### config.mk
export PLATFORM = sky130hd
export DESIGN_NAME = fixed_div_sqrt
export DESIGN_NICKNAME = d
export VERILOG_FILES = /design/src/rtl/fixed_pkg.sv /design/src/rtl/fx_divider.sv /design/src/rtl/fixed_div_sqrt.sv
export SDC_FILE = /design/constraint.sdc
export NUM_CORES = 1
export LEC_CHECK = 0
export ABC_AREA = 1
export BUFFER_PORTS_ARGS = -buffer_cell sky130_fd_sc_hd__buf_2
export CAP_MARGIN = 20
export CORE_ASPECT_RATIO = 0.8
export CORE_MARGIN = 2
export CORE_UTILIZATION = 40
export CTS_BUF_LIST = sky130_fd_sc_hd__clkbuf_8
export CTS_CLUSTER_SIZE = 20
export DETAILED_ROUTE_END_ITERATION = 12
export SYNTH_ARGS = -nofsm -noshare
export SYNTH_HDL_FRONTEND = slang
export SYNTH_HIERARCHICAL = 1
export SYNTH_SLANG_ARGS = --single-unit
### constraint.sdc
create_clock -name clk_in -period 4.81 [get_ports clk_in]
set_input_delay 0.2405 -clock clk_in [delete_from_list [all_inputs] [get_ports clk_in]]
set_output_delay 0.2405 -clock clk_in [all_outputs]
set_load 0.01 [all_outputs]
### src/rtl/fixed_pkg.sv
// Shared constants and engine state type for the fixed-point divide / square-root block.
// Formats are signed 24.8 by default.
package fixed_pkg;

    localparam int WIDTH        = 32;
    localparam int FRAC         = 8;
    localparam int SQRT_LATENCY = 21;
    localparam int DIV_LATENCY  = 41;

    localparam logic [WIDTH-1:0] SAT_POS = 32'h7FFF_FFFF;
    localparam logic [WIDTH-1:0] SAT_NEG = 32'h8000_0001;

    typedef enum logic {
        IDLE = 1'b0,
        BUSY = 1'b1
    } eng_state_t;

endpackage

### src/rtl/fx_divider.sv
// Signed fixed-point divider: restoring division on magnitudes, one quotient bit per
// cycle, followed by a single sign/saturation cycle that drives the result.
module fx_divider #(
    parameter int WIDTH = fixed_pkg::WIDTH,
    parameter int FRAC  = fixed_pkg::FRAC
) (
    input  logic             clk_in,
    input  logic             rst_n_in,
    input  logic             start,
    input  logic [WIDTH-1:0] a,
    input  logic [WIDTH-1:0] b,
    output logic [WIDTH-1:0] quo,
    output logic             done
);
    import fixed_pkg::*;

    localparam int EXT = WIDTH + FRAC;
    localparam int CW  = $clog2(EXT + 1);

    eng_state_t       state_q;
    logic [CW-1:0]    cnt_q;
    logic [EXT-1:0]   quo_q;
    logic [WIDTH:0]   rem_q;
    logic [WIDTH-1:0] den_q;
    logic             neg_q;
    logic             a_neg_q;
    logic             zero_q;

    logic [WIDTH-1:0] a_mag;
    logic [WIDTH:0]   rem_sh;
    logic             ge;
    logic             ovf;
    logic [WIDTH-1:0] mag;
    logic [WIDTH-1:0] fin;

    // Negating the most negative value wraps back to itself, which is still the
    // correct unsigned magnitude.
    assign a_mag  = a[WIDTH-1] ? -a : a;
    assign rem_sh = {rem_q[WIDTH-1:0], quo_q[EXT-1]};
    assign ge     = rem_sh >= {1'b0, den_q};
    assign ovf    = |quo_q[EXT-1:WIDTH-1];
    assign mag    = quo_q[WIDTH-1:0];

    always_comb begin
        fin = neg_q ? -mag : mag;
        if (zero_q)
            fin = a_neg_q ? WIDTH'(SAT_NEG) : WIDTH'(SAT_POS);
        else if (ovf)
            fin = neg_q ? WIDTH'(SAT_NEG) : WIDTH'(SAT_POS);
    end

    always_ff @(posedge clk_in or negedge rst_n_in) begin
        if (!rst_n_in) begin
            state_q <= IDLE;
            cnt_q   <= '0;
            quo_q   <= '0;
            rem_q   <= '0;
            den_q   <= '0;
            neg_q   <= 1'b0;
            a_neg_q <= 1'b0;
            zero_q  <= 1'b0;
            quo     <= '0;
            done    <= 1'b0;
        end else begin
            done <= 1'b0;
            if (start) begin
                // A start always wins: an in-flight division is simply dropped.
                state_q <= BUSY;
                cnt_q   <= '0;
                quo_q   <= {a_mag, {FRAC{1'b0}}};
                rem_q   <= '0;
                den_q   <= b[WIDTH-1] ? -b : b;
                neg_q   <= a[WIDTH-1] ^ b[WIDTH-1];
                a_neg_q <= a[WIDTH-1];
                zero_q  <= (b == '0);
            end else if (state_q == BUSY) begin
                if (cnt_q == CW'(EXT)) begin
                    state_q <= IDLE;
                    quo     <= fin;
                    done    <= 1'b1;
                end else begin
                    quo_q <= {quo_q[EXT-2:0], ge};
                    rem_q <= ge ? rem_sh - {1'b0, den_q} : rem_sh;
                    cnt_q <= cnt_q + 1'b1;
                end
            end
        end
    end

endmodule

### src/rtl/fixed_div_sqrt.sv
// Independent fixed-point square-root (inline, one root bit per cycle) and divide
// (fx_divider) engines sharing a clock and reset.
module fixed_div_sqrt #(
    parameter int WIDTH = fixed_pkg::WIDTH,
    parameter int FRAC  = fixed_pkg::FRAC
) (
    input  logic             clk_in,
    input  logic             rst_n_in,
    input  logic             sqrt_start,
    input  logic [WIDTH-1:0] sqrt_rad,
    output logic [WIDTH-1:0] sqrt_root,
    output logic             sqrt_valid,
    input  logic             div_start,
    input  logic [WIDTH-1:0] div_a,
    input  logic [WIDTH-1:0] div_b,
    output logic [WIDTH-1:0] div_val,
    output logic             div_done
);
    import fixed_pkg::*;

    localparam int EXT   = WIDTH + FRAC;
    localparam int ITERS = EXT / 2;
    localparam int RW    = ITERS + 4;
    localparam int CW    = $clog2(ITERS + 1);

    eng_state_t       sq_state_q;
    logic [CW-1:0]    sq_cnt_q;
    logic [EXT-1:0]   sq_rad_q;
    logic [RW-1:0]    sq_rem_q;
    logic [ITERS-1:0] sq_root_q;

    logic [RW-1:0]    sq_rem_sh;
    logic [RW-1:0]    sq_trial;
    logic             sq_ge;

    // Digit-by-digit root: bring down two radicand bits, try (root<<2)|1.
    assign sq_rem_sh = {sq_rem_q[RW-3:0], sq_rad_q[EXT-1 -: 2]};
    assign sq_trial  = RW'({sq_root_q, 2'b01});
    assign sq_ge     = sq_rem_sh >= sq_trial;

    always_ff @(posedge clk_in or negedge rst_n_in) begin
        if (!rst_n_in) begin
            sq_state_q <= IDLE;
            sq_cnt_q   <= '0;
            sq_rad_q   <= '0;
            sq_rem_q   <= '0;
            sq_root_q  <= '0;
            sqrt_root  <= '0;
            sqrt_valid <= 1'b0;
        end else begin
            sqrt_valid <= 1'b0;
            if (sqrt_start) begin
                sq_state_q <= BUSY;
                sq_cnt_q   <= '0;
                // A negative radicand runs as zero so the latency stays fixed.
                sq_rad_q   <= sqrt_rad[WIDTH-1] ? '0 : {sqrt_rad, {FRAC{1'b0}}};
                sq_rem_q   <= '0;
                sq_root_q  <= '0;
            end else if (sq_state_q == BUSY) begin
                if (sq_cnt_q == CW'(ITERS)) begin
                    sq_state_q <= IDLE;
                    sqrt_root  <= WIDTH'(sq_root_q);
                    sqrt_valid <= 1'b1;
                end else begin
                    sq_rad_q  <= {sq_rad_q[EXT-3:0], 2'b00};
                    sq_rem_q  <= sq_ge ? sq_rem_sh - sq_trial : sq_rem_sh;
                    sq_root_q <= {sq_root_q[ITERS-2:0], sq_ge};
                    sq_cnt_q  <= sq_cnt_q + 1'b1;
                end
            end
        end
    end

    fx_divider #(
        .WIDTH (WIDTH),
        .FRAC  (FRAC)
    ) u_div (
        .clk_in   (clk_in),
        .rst_n_in (rst_n_in),
        .start    (div_start),
        .a        (div_a),
        .b        (div_b),
        .quo      (div_val),
        .done     (div_done)
    );

endmodule

==> impl_metrics.toml <==
[route]
drtIter0Drc = 1270
ant_nets = 0
firstDrtPassIters = 6
vias = 16700
met1Wirelength_mm = 24.7
top_layer = "met4"
wirelength_mm = 49.2
via_per_inst = 5.10
dr_wl_met3_mm = 2.75
remaining_drc_errors = 0
wl_per_cell_um = 15.0
wl_met2_mm = 20.8

[final_layout]
fillCellCount = 4377
final_cells = 3279
num_antenna_cells = 0
nets = 2846
syn_to_final_growth_pct = 14.9
layout-drive-gt1-share = 0.108

[placement]
hpwlAfterDp_mm = 36.0
place_inst = 3159
globalplace.congestion = 0.942
port_buffers = 153

[worst_setup_path]
path_buf_inv = 0
reg2reg_from = "u_div/rem_q[23]$_DFFE_PN0P_"
end_kind = "flip-flop"
path_class = "flip-flop to flip-flop"
required_ps = 5270
crit_top_cell = "nand2_1"
r2r_end = "u_div/rem_q[23]$_DFFE_PN0P_"
startpoint_type = "flip-flop"
worstRegToRegCells = 12
reg2reg_slack_ps = 1910
path_cells = "ha_1, a21oi_1, o21a_1, nand2_1, nand2_1, nand3_2, nor2_4, nand2_8, nand2_4, nand2_1, nand2_1, nand2_1"
cp_slowest_stage_delay_ps = 620
cp_max_fo = 33
critical-path-top-delay-family = "simple AND/OR/NAND/NOR gates"
cp_slowest_cell = "nor2_4"
critPathArrivalTime_ps = 3360

[synth]
synth_edf_count = 0
synthFlopType = "dfrtp_1"
async_flop_share = 1.00
synth_cell_types = 55
netlist_instances = 2525
yosysWarnings = 6
synthTopCellsByArea = "dfrtp_1 (36%), nand2_1 (16%), inv_1 (7.9%)"
synth.ff_latch_count = 248
syn-cell-area_mm2 = 0.0172
yosysTopAreaCellShare = 0.360
ys_seq_area_frac = 0.360
syn_area_per_cell_um2 = 6.83
yosysTopAreaCell = "dfrtp_1"

[floorplanning]
die_area_mm2 = 0.0448
io_pins = 166
num_rows = 68
start_util = 0.403
die_w_um = 236
core-area_mm2 = 0.0428
die_h_um = 190

[cts]
clockBufferDepth = 3
cts_tree = "done"
postCtsHoldBufs = 37
ctsResizeCount = 0
clk_root_buffer_cell = "clkbuf_8"
cts_buffers = 44
clkSinkCount = 248
htreeDepth = 2
cts.clk_slew.worst_paths_ps = 60
clock_latency_ps = 590
postCtsSetupBuffers = 0

[sta]
fin_skew_ps = 27.2
fmax_mhz = 345
slew_violations = 0
tns_ps = 0
finalCriticalPeriod_ps = 2900
worst_slew_pin_slew_ps = 963
grt_setup_unrepaired = "no"
setup_viol = 0
hold_viol = 0
min_period_over_period = 0.603
slew_headroom = 0.357

[worst_hold_path]
min_from = "sqrt_rad[19]"
hp-class = "input port to flip-flop"
holdPathStages = 5
min_to = "sq_rad_q[27]$_DFFE_PN0P_"

[global_route]
antenna_found_initial = 1
grt_max_degree = 124
grt_overflow = 0
gr-usage-all-layers = 0.219
grt_pass1_wl_mm = 81.6
grt_pass1_vias = 16100

[power]
powerDensity_mw_per_mm2 = 478
total_power_uw = 9470
p_leak_uw = 0.0103
ir_drop_mv = 0.282

[run]
drv_cap = 0

[run_status]
status = "completed"
cell usage after synthesis (7+ instances only):
cell and n:
nand2_1 735, inv_1 365, dfrtp_1 248, nor2_1 219, nand3_1 183, o21ai_0 155, a21oi_1 105, o22ai_1 69
ha_1 61, clkbuf_1 55, nand3b_1 38, nand4_1 33, xor2_1 29, xnor2_1 26, nor3_1 21, buf_2 19
o221ai_1 17, o21bai_1 16, o21ai_1 15, buf_4 14, nand2_2 10, o211ai_1 9, buf_1 8, or2_2 7
worst min-delay path: cells and delay by family:
kind | cells | cell delay, ps
AOI/OAI and AO/OA | 2 | 120
buffers and inverters | 2 | 130
and+or+nand+nor | 1 | 50
worst max path at each step:
stage,start,endpoint,slack [ps],cells past startpoint
after CTS,u_div/rem_q[21]$_DFFE_PN0P_,u_div/rem_q[23]$_DFFE_PN0P_,1980,12
after detailed placement,u_div/rem_q[21]$_DFFE_PN0P_,u_div/rem_q[31]$_DFFE_PN0P_,1990,12
after floorplan,u_div/quo_q[39]$_DFFE_PN0P_,u_div/rem_q[28]$_DFFE_PN0P_,2800,13
after global routing,u_div/rem_q[21]$_DFFE_PN0P_,u_div/rem_q[25]$_DFFE_PN0P_,1720,12
final,u_div/rem_q[23]$_DFFE_PN0P_,u_div/rem_q[23]$_DFFE_PN0P_,1910,12
after global placement,u_div/cnt_q[0]$_DFFE_PN0P_,u_div/quo[15]$_DFFE_PN0P_,1970,8
registers in the layout, indices dropped and copies added (netlist names), 5 cells and up:
name	flops
sqrt_root	20
sq_rad_q	32
u_div/rem_q	32
u_div/cnt_q	6
u_div/den_q	32
u_div/quo_q	40
sq_root_q	20
u_div/quo	32
sq_cnt_q	5
sq_rem_q	22
where the power goes:
group	total, µW	switching (µW)	internal (µW)
combinational	4630	3020	1610
clock	2200	951	1250
sequential	2640	241	2400
total	9470	4210	5260
metal layers:
metal  global-route usage  vias to the layer above
met1                0.325                     7695
li1                     -                     8459
met2                0.336                      485
met3               0.0286                       73
met4               0.0554                        0
met5                    0                        -
through the flow:
step | util | instance area [µm²] | worst slack [ps] | hold slack (ps)
after floorplan | - | 17300 | 2800 | -55.1
after global placement | 0.429 | 18400 | 1970 | 280
after detailed placement | 0.430 | 18400 | 1990 | 286
after CTS | 0.462 | 19800 | 1980 | 0.104
after global routing | 0.463 | 19800 | 1720 | 27.0
final | 0.463 | 19800 | 1910 | 35.9
cell type report:
cell class              count  area [µm²]  area share
well taps                 560         701      0.0354
clock inverters            23         195     0.00985
multi-input cells        1818        9210       0.465
clock buffers              58         798      0.0403
inverters                 368        1380      0.0697
flip-flops and latches    248        6210       0.313
repair buffers            204        1320      0.0668
cells by family (layout without fill, tap and decap cells):
| kind of cell | Yosys count | count (layout) | synth area share |
|---|---|---|---|
| simple gates | 1283 | 1283 | 0.323 |
| fa+ha+maj | 62 | 62 | 0.0454 |
| xor+xnor | 55 | 55 | 0.0279 |
| flops | 248 | 248 | 0.360 |
| buf+inv | 470 | 653 | 0.110 |
| compound gates | 406 | 406 | 0.134 |
| other cells | 1 | 12 | 0.000218 |
layout by cell type, fill, tap and decap left out, types with 4 or more instances in the layout:
| cell | count |
|---|---|
| dfrtp_1 | 248 |
| clkbuf_8 | 58 |
| o21ai_1 | 15 |
| nand3_1 | 183 |
| nor2_2 | 9 |
| nor3_1 | 21 |
| o21ai_0 | 155 |
| nand3b_1 | 38 |
| buf_2 | 152 |
| nand4_1 | 33 |
| o211ai_1 | 9 |
| nand2_1 | 734 |
| xnor2_1 | 26 |
| conb_1 | 12 |
| ha_1 | 61 |
| or2_2 | 7 |
| nor3_2 | 4 |
| nor2_1 | 215 |
| a21oi_1 | 105 |
| nand2_2 | 11 |
| nand2_4 | 4 |
| xor2_1 | 29 |
| o21bai_1 | 16 |
| buf_4 | 10 |
| dlygate4sd3_1 | 37 |
| o22ai_1 | 69 |
| inv_1 | 377 |
| nand3_2 | 6 |
| o221ai_1 | 17 |
(Power assumes the default switching activity.)
